<file path="config.mk">
export PLATFORM = sky130hd
export DESIGN_NAME = mul_div_unit_flat
export DESIGN_NICKNAME = d
export VERILOG_FILES = /design/src/rtl/mul_div_unit_if.sv /design/src/rtl/mul_div_unit.sv /design/src/flat_wrapper.sv
export SDC_FILE = /design/constraint.sdc
export NUM_CORES = 1
export LEC_CHECK = 0
export BUFFER_PORTS_ARGS = -buffer_cell sky130_fd_sc_hd__buf_4
export CORE_MARGIN = 5
export CORE_UTILIZATION = 51
export CTS_CLUSTER_DIAMETER = 200
export DETAILED_ROUTE_END_ITERATION = 10
export PLACE_DENSITY = 0.71
export SYNTH_ARGS = -nofsm -noshare
export SYNTH_HDL_FRONTEND = slang
export SYNTH_SLANG_ARGS = --single-unit
</file>
<file path="constraint.sdc">
create_clock -name clk -period 6.6 [get_ports clk]
set_clock_uncertainty 0.15 [all_clocks]
set_input_delay 1.32 -clock clk [delete_from_list [all_inputs] [get_ports clk]]
set_output_delay 1.32 -clock clk [all_outputs]
set_load 0.02 [all_outputs]
</file>
<file path="src/rtl/mul_div_unit_if.sv">
// ============================================================================
// mul_div_unit_if : request/result bundle between EX stage and mul_div_unit
// Revision 1.0
// ============================================================================
`default_nettype none

interface mul_div_unit_if #(
    parameter int WIDTH = 32
);
    logic             start;
    logic [2:0]       op;
    logic [WIDTH-1:0] a;
    logic [WIDTH-1:0] b;
    logic             flush;
    logic             busy;
    logic             done;
    logic [WIDTH-1:0] hi;
    logic [WIDTH-1:0] lo;

    modport master (
        output start, op, a, b, flush,
        input  busy, done, hi, lo
    );

    modport slave (
        input  start, op, a, b, flush,
        output busy, done, hi, lo
    );
endinterface

`default_nettype wire

</file>
<file path="src/rtl/mul_div_unit.sv">
// ============================================================================
// mul_div_unit : iterative radix-2 multiply/divide unit owning the HI/LO pair
// Revision 1.0
// ============================================================================
`default_nettype none

module mul_div_unit #(
    parameter int WIDTH = 32,
    parameter int ITER  = 32
) (
    input wire logic      clk,
    input wire logic      rst,
    mul_div_unit_if.slave bus
);
    localparam int CW = (ITER > 1) ? $clog2(ITER) : 1;

    localparam logic [2:0] OP_MULT  = 3'b000;
    localparam logic [2:0] OP_MULTU = 3'b001;
    localparam logic [2:0] OP_DIV   = 3'b010;
    localparam logic [2:0] OP_DIVU  = 3'b011;
    localparam logic [2:0] OP_MTHI  = 3'b100;
    localparam logic [2:0] OP_MTLO  = 3'b101;

    typedef enum logic [1:0] {
        IDLE = 2'd0,
        CALC = 2'd1,
        FIX  = 2'd2
    } state_t;

    state_t             state;
    logic [CW-1:0]      count;
    logic [2*WIDTH-1:0] acc;      // mul: {upper, lower/multiplier}; div: {remainder, quotient}
    logic [WIDTH-1:0]   opnd;     // multiplicand or divisor magnitude
    logic [WIDTH-1:0]   a_raw;
    logic               is_div;
    logic               neg_lo;
    logic               neg_hi;
    logic               div_zero;

    logic               signed_op;
    logic [WIDTH-1:0]   abs_a;
    logic [WIDTH-1:0]   abs_b;
    logic [WIDTH:0]     mul_sum;
    logic [WIDTH:0]     div_shift;
    logic [WIDTH:0]     div_diff;
    logic [2*WIDTH-1:0] acc_next;
    logic [2*WIDTH-1:0] prod_fixed;
    logic [WIDTH-1:0]   quo_fixed;
    logic [WIDTH-1:0]   rem_fixed;

    always_comb begin
        signed_op = (bus.op == OP_MULT) || (bus.op == OP_DIV);
        abs_a     = (signed_op && bus.a[WIDTH-1]) ? -bus.a : bus.a;
        abs_b     = (signed_op && bus.b[WIDTH-1]) ? -bus.b : bus.b;

        // Shift-add step keeps the adder carry as the new MSB after the shift.
        mul_sum   = {1'b0, acc[2*WIDTH-1:WIDTH]} + (acc[0] ? {1'b0, opnd} : '0);

        div_shift = {acc[2*WIDTH-1:WIDTH], acc[WIDTH-1]};
        div_diff  = div_shift - {1'b0, opnd};

        if (is_div) begin
            if (!div_diff[WIDTH]) begin
                acc_next = {div_diff[WIDTH-1:0], acc[WIDTH-2:0], 1'b1};
            end else begin
                acc_next = {div_shift[WIDTH-1:0], acc[WIDTH-2:0], 1'b0};
            end
        end else begin
            acc_next = {mul_sum, acc[WIDTH-1:1]};
        end

        prod_fixed = neg_lo ? -acc : acc;
        quo_fixed  = neg_lo ? -acc[WIDTH-1:0] : acc[WIDTH-1:0];
        rem_fixed  = neg_hi ? -acc[2*WIDTH-1:WIDTH] : acc[2*WIDTH-1:WIDTH];
    end

    always_ff @(posedge clk) begin
        if (rst) begin
            state    <= IDLE;
            count    <= '0;
            acc      <= '0;
            opnd     <= '0;
            a_raw    <= '0;
            is_div   <= 1'b0;
            neg_lo   <= 1'b0;
            neg_hi   <= 1'b0;
            div_zero <= 1'b0;
            bus.busy <= 1'b0;
            bus.done <= 1'b0;
            bus.hi   <= '0;
            bus.lo   <= '0;
        end else begin
            bus.done <= 1'b0;
            case (state)
                IDLE: begin
                    if (bus.start && !bus.flush) begin
                        case (bus.op)
                            OP_MULT, OP_MULTU: begin
                                acc      <= {{WIDTH{1'b0}}, abs_b};
                                opnd     <= abs_a;
                                is_div   <= 1'b0;
                                neg_lo   <= signed_op && (bus.a[WIDTH-1] ^ bus.b[WIDTH-1]);
                                neg_hi   <= 1'b0;
                                div_zero <= 1'b0;
                                count    <= '0;
                                bus.busy <= 1'b1;
                                state    <= CALC;
                            end
                            OP_DIV, OP_DIVU: begin
                                acc      <= {{WIDTH{1'b0}}, abs_a};
                                opnd     <= abs_b;
                                a_raw    <= bus.a;
                                is_div   <= 1'b1;
                                neg_lo   <= signed_op && (bus.a[WIDTH-1] ^ bus.b[WIDTH-1]);
                                neg_hi   <= signed_op && bus.a[WIDTH-1];
                                div_zero <= (bus.b == '0);
                                count    <= '0;
                                bus.busy <= 1'b1;
                                state    <= CALC;
                            end
                            OP_MTHI: bus.hi <= bus.a;
                            OP_MTLO: bus.lo <= bus.a;
                            default: ;
                        endcase
                    end
                end
                CALC: begin
                    if (bus.flush) begin
                        bus.busy <= 1'b0;
                        state    <= IDLE;
                    end else begin
                        acc   <= acc_next;
                        count <= count + 1'b1;
                        if (count == CW'(ITER - 1)) begin
                            state <= FIX;
                        end
                    end
                end
                FIX: begin
                    bus.busy <= 1'b0;
                    state    <= IDLE;
                    if (!bus.flush) begin
                        bus.done <= 1'b1;
                        if (!is_div) begin
                            bus.hi <= prod_fixed[2*WIDTH-1:WIDTH];
                            bus.lo <= prod_fixed[WIDTH-1:0];
                        end else if (div_zero) begin
                            // Divide by zero reports the untouched dividend and an all-ones quotient.
                            bus.hi <= a_raw;
                            bus.lo <= '1;
                        end else begin
                            bus.hi <= rem_fixed;
                            bus.lo <= quo_fixed;
                        end
                    end
                end
                default: begin
                    bus.busy <= 1'b0;
                    state    <= IDLE;
                end
            endcase
        end
    end
endmodule

`default_nettype wire
</file>
<file path="src/flat_wrapper.sv">
// flat-port wrapper written by rule: the top's interface ports become plain ports
module mul_div_unit_flat 
#(
    parameter int WIDTH = 32,
    parameter int ITER  = 32
)
  (clk, rst, bus_start, bus_op, bus_a, bus_b, bus_flush, bus_busy, bus_done, bus_hi, bus_lo);
  mul_div_unit_if #(.WIDTH(WIDTH)) bus_i ();
  input wire logic clk;
  input wire logic rst;
  input wire logic [$bits(bus_i.start)-1:0] bus_start;
  input wire logic [$bits(bus_i.op)-1:0] bus_op;
  input wire logic [$bits(bus_i.a)-1:0] bus_a;
  input wire logic [$bits(bus_i.b)-1:0] bus_b;
  input wire logic [$bits(bus_i.flush)-1:0] bus_flush;
  output wire logic [$bits(bus_i.busy)-1:0] bus_busy;
  output wire logic [$bits(bus_i.done)-1:0] bus_done;
  output wire logic [$bits(bus_i.hi)-1:0] bus_hi;
  output wire logic [$bits(bus_i.lo)-1:0] bus_lo;
  assign bus_i.start = bus_start;
  assign bus_i.op = bus_op;
  assign bus_i.a = bus_a;
  assign bus_i.b = bus_b;
  assign bus_i.flush = bus_flush;
  assign bus_busy = bus_i.busy;
  assign bus_done = bus_i.done;
  assign bus_hi = bus_i.hi;
  assign bus_lo = bus_i.lo;
  mul_div_unit #(.WIDTH(WIDTH), .ITER(ITER)) u_core (.clk(clk), .rst(rst), .bus(bus_i));
endmodule
</file>
* Yosys cells after proc, flatten, opt, wreduce, memory -nomap -nowiden *
Index checks and enable logic that the tools add are counted.

word-level totals
  output and inout port bits = 66
  register bits = 205

cells by class
  eq/ne operators = 17
  bitwise operators = 2
  reduce and logical (&&, ||, !) cells = 25
  $add $sub $neg = 8
  muxes and demuxes = 42

operators by type and width
  cell                                           number
  2-to-1 mux 32 bit                              15
  2-to-1 mux 64 bit                              5
  case mux 64 bit (2 select lines)               2
  case mux 32 bit (2 select lines)               3
  negation 32 bit                                4
  negation 64 bit                                1
  adder 32 x 33 -> 33 bit                        1
  subtractor 33 x 32 -> 33 bit                   1
  logical NOT 32 bit                             1
  AND reduction 4 bit                            4
  2-to-1 mux 5 bit                               3
  AND reduction 3 bit                            5
  inequality test 2 bit, second input constant   6
  case mux 5 bit (2 select lines)                1
  2-to-1 mux 2 bit                               4
  case mux 1 bit (2 select lines)                4
  == test 3 x 2 -> 1 bit, second input constant  2
  == test 3 bit, second input constant           2
  nonzero test 2 bit                             3
  OR reduction 2 bit                             3
  adder 5 x 1 -> 5 bit, second input constant    1
  == test 5 bit, second input constant           1
  logical AND 1 bit                              4
  2-to-1 mux 1 bit                               4
  14 further kinds                               14

* Logic depth before layout (Yosys ltp) *
Gate-level depths: netlist of the first run.

  depth in word-level cells = 7
  depth in mapped cells = 15
  depth with buffers taken out = 14

* Least setup slack after synthesis of the first run *
No wires, ideal clock.

  path kind = input port to flip-flop
  from = input bus_b[10]
  to = register u_core.acc[29]
  stages = 9
  path slack = 2,622 ps
  path buffers = 0
  arrival time = 3,700 ps
  path through = or4_1 or4_1 nor3_1 nand2_1 o41ai_1 xor2_1 o21ai_0 a221oi_1 nor2_1

on the way
  word-level cells in the longest chain between the ends = 5

RTL lines
  what                              line                 RTL
  start, declared                   flat_wrapper.sv:14   input wire logic [$bits(bus_i.b)-1:0] bus_b;
  negation 32 bit                   mul_div_unit.sv:54   abs_b = (signed_op && bus.b[WIDTH-1]) ? -bus.b : bus.b;
  2-to-1 mux 32 bit                 mul_div_unit.sv:54
  case mux 64 bit (2 select lines)  mul_div_unit.sv:97   case (bus.op)
  2-to-1 mux 64 bit                 mul_div_unit.sv:96   if (bus.start && !bus.flush) begin
  case mux 64 bit (2 select lines)  mul_div_unit.sv:94   case (state)
  end signal, assigned              mul_div_unit.sv:99   acc <= {{WIDTH{1'b0}}, abs_b};
  end signal, assigned              mul_div_unit.sv:110  acc <= {{WIDTH{1'b0}}, abs_a};
  end signal, assigned              mul_div_unit.sv:132  acc <= acc_next;
  end, declared                     mul_div_unit.sv:32   logic [2*WIDTH-1:0] acc;

Every way passes these cells. The select of a mux whose other input is x is not followed.
A chain may end at the register's enable or synchronous reset.

* Final worst setup path of the first run *
  from = register u_core.acc[32]
  to = register u_core.acc[47]

on the way
  word-level cells in the longest chain between the ends = 5
  elaborated cells on any way between the ends = 6
  those cells by class = add/sub (2); mux (4)

RTL lines
  what                                  line                 RTL
  subtractor 33 x 32 -> 33 bit          mul_div_unit.sv:60   div_diff = div_shift - {1'b0, opnd};
  2-to-1 mux 64 bit                     mul_div_unit.sv:63   if (!div_diff[WIDTH]) begin
  2-to-1 mux 64 bit (*)                 mul_div_unit.sv:62   if (is_div) begin
  2-to-1 mux 64 bit (*)                 mul_div_unit.sv:128  if (bus.flush) begin
  case mux 64 bit (2 select lines) (*)  mul_div_unit.sv:94

Every way passes the cells marked *; elsewhere a longest branch is shown, timed or not. The select of a mux whose other input is x is not followed.

==> results.json, run 1 <==
{
  "worst-endpoint-arrival_ns": 4.65,
  "syn_inst": 2293,
  "whs_ns": 0.302,
  "grt_usage_pct": 32.7,
  "leakage_nw": 7.06,
  "start_util_pct": 51.9,
  "startpoint": "u_core.acc[32]",
  "synth.area.top_cells": "dfxtp_1 (25%), nand2_1 (7.0%), a21oi_1 (6.8%), xnor2_1 (6.1%), ha_1 (5.3%)",
  "grt.busiest_layer": "met2",
  "cts.path.max_buffers": 3,
  "gr-usage-met3_pct": 6.61,
  "die_area_um2": 36000,
  "cts_buffers": 25,
  "coreArea_um2": 31700,
  "cts_tree": "built",
  "synth_area_um2": 16500,
  "cts.clk_slew.worst_paths_ns": 0.06,
  "drt-total-wl_mm": 61.9,
  "via_count": 17700,
  "rsz0062_at_grt": "no",
  "grt_pass1_vias": 16500,
  "ant_nets": 0,
  "synth_top_area_cell": "dfxtp_1",
  "die_h_um": 190,
  "async_flop_share_pct": 0,
  "ir_drop_mv": 0.194,
  "drv_slew": 0,
  "worstPathRequired_ns": 6.83,
  "r2r_end": "u_core.acc[47]",
  "fmax_mhz": 226,
  "clockRootBuffer": "clkbuf_16",
  "hp-class": "flop to flop",
  "drive_above_1_share_pct": 10.5,
  "tns_ns": 0,
  "whs_path_depth": 2,
  "place_ws_ns": 2.12,
  "design_area_um2": 18400,
  "r2r_start": "u_core.acc[32]",
  "tightest_slew_ns": 1.03,
  "portBuffers": 136,
  "yosysTopAreaCellShare_pct": 24.9,
  "grt_overflow": 0,
  "p_per_area_nw_per_um2": 188,
  "cp_max_fo": 31,
  "crit_type": "flop to flop",
  "clock-sinks": 205,
  "avgSynthCellArea_um2": 7.18,
  "grtUsageMet1_pct": 41.7,
  "yosys.cell_types.count": 75,
  "antenna_cells": 0,
  "finalNonFillerCells": 2716,
  "grt_use_met2_pct": 53.4,
  "synth-seq-area-share_pct": 24.9,
  "grt_pass1_wl_mm": 93.9,
  "dr.pass1.iters": 9,
  "routedWlPerCell_um": 22.8,
  "holdBufCountCts": 0,
  "grt_max_degree": 74,
  "power_mw": 3.45,
  "dp_hpwl_mm": 44.9,
  "yosysMostFrequentCell": "nand2_1",
  "ys.flop_type": "dfxtp_1",
  "crit_path_start_kind": "flop",
  "num_rows": 65,
  "drv_cap": 0,
  "postPlaceCellArea_um2": 17500,
  "num-fill-cells": 3000,
  "slew_headroom_pct": 31.4,
  "period_minus_slack_ns": 4.42,
  "netlist_top_cells_count": "nand2_1 (309), a21oi_1 (225), nor2_1 (222), dfxtp_1 (205), clkbuf_1 (168)",
  "setup_viol": 0,
  "synth_fp_nets": 2436,
  "cts_resized": 0,
  "rrSetupSlack_ns": 2.18,
  "final_nets": 2439,
  "end_kind": "flop",
  "synth_seq_cells": 205,
  "syn2layout_area_growth_pct": 11.9,
  "fp.dieW_um": 190,
  "post-cts-setup-buffer-count": 0,
  "outcome": "complete, but fails checks",
  "finalHoldViolations": 0,
  "synth_edf_count": 0,
  "antenna_found_initial": 0,
  "min_from": "u_core.opnd[15]",
  "gp_congestion": 0.985,
  "violations": "DRC",
  "ff2ff_path_depth": 12,
  "whs_endpoint": "u_core.opnd[15]",
  "fin_ws_ns": 2.18,
  "routed_via_density": 6.52,
  "yosys_warnings": 0,
  "cts.htree.levels": 1,
  "initialDrtViolationCount": 2034,
  "pin_count": 137,
  "drc": 1,
  "final_core_util_pct": 58.0,
  "dpl.cell_count": 2671,
  "fin_crit_sh_pct": 66.9,
  "clk_latency_ns": 0.55
}
-- critical path, cell delays in order, from the launching register on --
cell      delay [ns]
dfxtp_1         0.68
inv_1           0.23
fa_1            0.46
nor2b_1         0.20
o31a_1          0.18
o41a_1          0.24
a21oi_1         0.20
o21ai_0         0.25
mux2_2          0.38
nand2_2         0.50
buf_4           0.40
mux2i_1         0.24
o221ai_1        0.13
-- final cells by class --
| cell class | count | area (µm²) | share of cell area [%] |
|---|---|---|---|
| Inverter | 61 | 229 | 1.24 |
| Tap cell | 402 | 503 | 2.73 |
| Sequential cell | 205 | 4110 | 22.3 |
| Clock inverter | 10 | 156 | 0.850 |
| Multi-Input combinational cell | 1837 | 11400 | 62.2 |
| Timing Repair Buffer | 166 | 1250 | 6.77 |
| Clock buffer | 35 | 723 | 3.93 |
-- routing by layer --
metal	wire, µm	part of all wire (%)
met1	24400	39
met2	28200	45
met3	5760	9.3
met4	3600	5.8
met5	0	0
-- registers in the layout, summed over array words and instances (netlist names) --
name,count
u_core.acc,64
u_core.bus.hi,32
u_core.bus.done,1
u_core.neg_hi,1
u_core.count,5
u_core.neg_lo,1
u_core.state,2
u_core.opnd,32
u_core.bus.busy,1
u_core.div_zero,1
u_core.bus.lo,32
u_core.is_div,1
u_core.a_raw,32
-- how the worst max path moves through the flow --
stage	cells after the start	slack, ns	to
6_report	12	2.18	u_core.acc[47]
5_1_grt	13	1.94	u_core.acc[48]
4_1_cts	12	2.27	u_core.acc[47]
3_5_place_dp	10	2.12	u_core.acc[29]
3_3_place_gp	9	2.20	u_core.acc[26]
2_1_floorplan	9	2.62	u_core.acc[29]
-- logic make-up after synthesis --
group,Yosys count,share of synthesized area (%)
AND/OR/NAND/NOR,796,21.9
XOR/XNOR,190,10.1
adder cells (fa/ha/maj),72,5.57
AO/OA/AOI/OAI,723,28.2
buffers and inverters,251,5.81
multiplexers,56,3.43
flip-flops,205,24.9
-- cell usage in the layout (no fill, tap or decap), drive strengths merged, types with 24 or more instances in the layout --
master / Yosys / final
a211oi: 42 / 42
o21ai: 157 / 157
o221ai: 35 / 35
dfxtp: 205 / 205
ha: 70 / 70
nand2b: 24 / 24
nor2: 222 / 222
buf: 22 / 166
xnor2: 115 / 115
mux2i: 53 / 53
a21o: 33 / 33
a21oi: 225 / 225
nand2: 309 / 309
nand3: 47 / 47
clkbuf: 168 / 35
nor3: 61 / 61
inv: 61 / 62
o211ai: 34 / 34
xor2: 75 / 75
o31ai: 32 / 32
-- power breakdown --
group | total, mW | switching [mW] | internal [mW]
combinational | 0.646 | 0.419 | 0.227
clock | 1.50 | 0.579 | 0.917
sequential | 1.31 | 0.0440 | 1.27
total | 3.45 | 1.04 | 2.41
(Power assumes the default switching activity.)
==> run 2: changes to the inputs <==
Clock period 6.6 ns to 4.1 ns, I/O delays scaled along.
==> results.json, run 2 (synthesized netlist as in run 1, its figures left out) <==
{
  "whs_endpoint": "u_core.a_raw[26]",
  "final_core_util_pct": 59.5,
  "hp-class": "flop to flop",
  "grt_overflow": 0,
  "power_mw": 5.61,
  "slowest_delay_ns": 0.52,
  "die_area_um2": 36000,
  "worstPathRequired_ns": 4.36,
  "pin_count": 137,
  "num_rows": 65,
  "setup_viol": 0,
  "slew_headroom_pct": 19.3,
  "worst-endpoint-arrival_ns": 4.12,
  "cts.path.max_buffers": 3,
  "cts_resized": 0,
  "antenna_found_initial": 0,
  "initialDrtViolationCount": 2058,
  "fmax_mhz": 259,
  "crit_path_start_kind": "flop",
  "portBuffers": 136,
  "r2r_start": "u_core.acc[0]",
  "dp_hpwl_mm": 47.1,
  "r2r_end": "u_core.acc[61]",
  "largest_reg_flops": 64,
  "whs_path_depth": 2,
  "routedWlPerCell_um": 23.0,
  "cts.clk_slew.worst_paths_ns": 0.06,
  "fin_ws_ns": 0.245,
  "drv_cap": 0,
  "outcome": "finished, final reports clean",
  "tns_ns": 0,
  "layout_commonest_cell": "nand2_1",
  "syn2layout_area_growth_pct": 14.6,
  "drt-total-wl_mm": 63.7,
  "end_kind": "flop",
  "antenna_cells": 0,
  "drc": 0,
  "cts_buffers": 26,
  "min_from": "u_core.a_raw[26]",
  "whs_ns": 0.301,
  "die_h_um": 190,
  "clockRootBuffer": "clkbuf_16",
  "grt_max_degree": 99,
  "final_nets": 2493,
  "rsz0062_at_grt": "no",
  "period_minus_slack_ns": 3.86,
  "rrSetupSlack_ns": 0.24,
  "p_per_area_nw_per_um2": 298,
  "mostFrequentLayoutCells": "nand2_1 (308), a21oi_1 (225), nor2_1 (220)",
  "slowest_stage": "o41ai_1",
  "num-fill-cells": 3024,
  "coreArea_um2": 31700,
  "start_util_pct": 51.9,
  "cts_tree": "built",
  "holdBufCountCts": 0,
  "clock-sinks": 205,
  "place_ws_ns": 0.121,
  "post-cts-setup-buffer-count": 0,
  "gp_congestion": 0.997,
  "crit_type": "flop to flop",
  "via_count": 18200,
  "fp.dieW_um": 190,
  "cts.htree.levels": 1,
  "routed_via_density": 6.58,
  "ff2ff_path_depth": 14,
  "dr.pass1.iters": 7,
  "clk_latency_ns": 0.56,
  "ir_drop_mv": 0.332,
  "cp_cell_sequence": "inv_1, nor2_1, ha_1, a21o_1, a22o_1, o41ai_1, o2111a_1, nor3b_1, buf_4, a211o_1, a31oi_1, xnor2_1, a22oi_1, o21ai_0",
  "top_register": "u_core.acc",
  "grt_pass1_wl_mm": 97.5,
  "cp_max_fo": 13,
  "tightest_slew_ns": 1.21,
  "fin_crit_sh_pct": 94.0,
  "drv_slew": 0,
  "grt_usage_pct": 33.7,
  "drive_above_1_share_pct": 12.6,
  "finalHoldViolations": 0,
  "ant_nets": 0,
  "grt_pass1_vias": 16900,
  "leakage_nw": 7.34
}
## run 2: report_power, final
part	switching (mW)	internal (mW)	leakage (nW)	total, mW
clock	0.997	1.42	0.430	2.41
combinational	0.713	0.395	5.25	1.11
sequential	0.0490	2.04	1.66	2.09
total	1.76	3.85	7.34	5.61
## run 2: how the worst max path moves through the flow
stage	startpoint	to	slack [ns]	cells after the start
2_1_floorplan	bus_b[10]	u_core.acc[29]	0.62	9
3_3_place_gp	bus_a[8]	u_core.acc[26]	0.16	10
3_5_place_dp	bus_a[8]	u_core.acc[28]	0.12	10
4_1_cts	u_core.acc[39]	u_core.acc[63]	0.33	11
5_1_grt	u_core.acc[0]	u_core.acc[62]	0.04	13
6_report	u_core.acc[0]	u_core.acc[61]	0.24	14
## run 2: worst max-delay path: cells and delay by family, from the launching register on
| family | cells | cell delay (ns) |
|---|---|---|
| AOI/OAI and AO/OA | 8 | 1.99 |
| adders and majority gates | 1 | 0.40 |
| xor gates and xnor gates | 1 | 0.09 |
| and+or+nand+nor | 2 | 0.15 |
| buffers and inverters | 2 | 0.60 |
| DFF | 1 | 0.31 |
## run 2: final cells by class
cell class / instances / area (µm²) / share of cell area, %
timing repair buffer: 219 / 1680 / 8.91
clock inverter: 11 / 149 / 0.789
tap: 402 / 503 / 2.67
inverter: 61 / 229 / 1.21
clock buffer: 37 / 752 / 3.99
sequential: 205 / 4110 / 21.8
multi-input combinational: 1837 / 11400 / 60.6
## run 2: stage by stage
stage / area [µm²] / std cells
after floorplan: 16500 / 2293
after global placement: 18000 / 2724
after detailed placement: 18000 / 2724
after CTS: 18900 / 2772
after global routing: 18900 / 2772
final: 18900 / 2772
## run 2: layer usage
layer / GRT usage [%] / vias to the layer above / share of wire, %
li1: - / 8396 / -
met1: 43.2 / 8453 / 38
met2: 55.2 / 1118 / 45
met3: 5.56 / 281 / 10
met4: 16.6 / 0 / 6.2
met5: 0 / - / 0
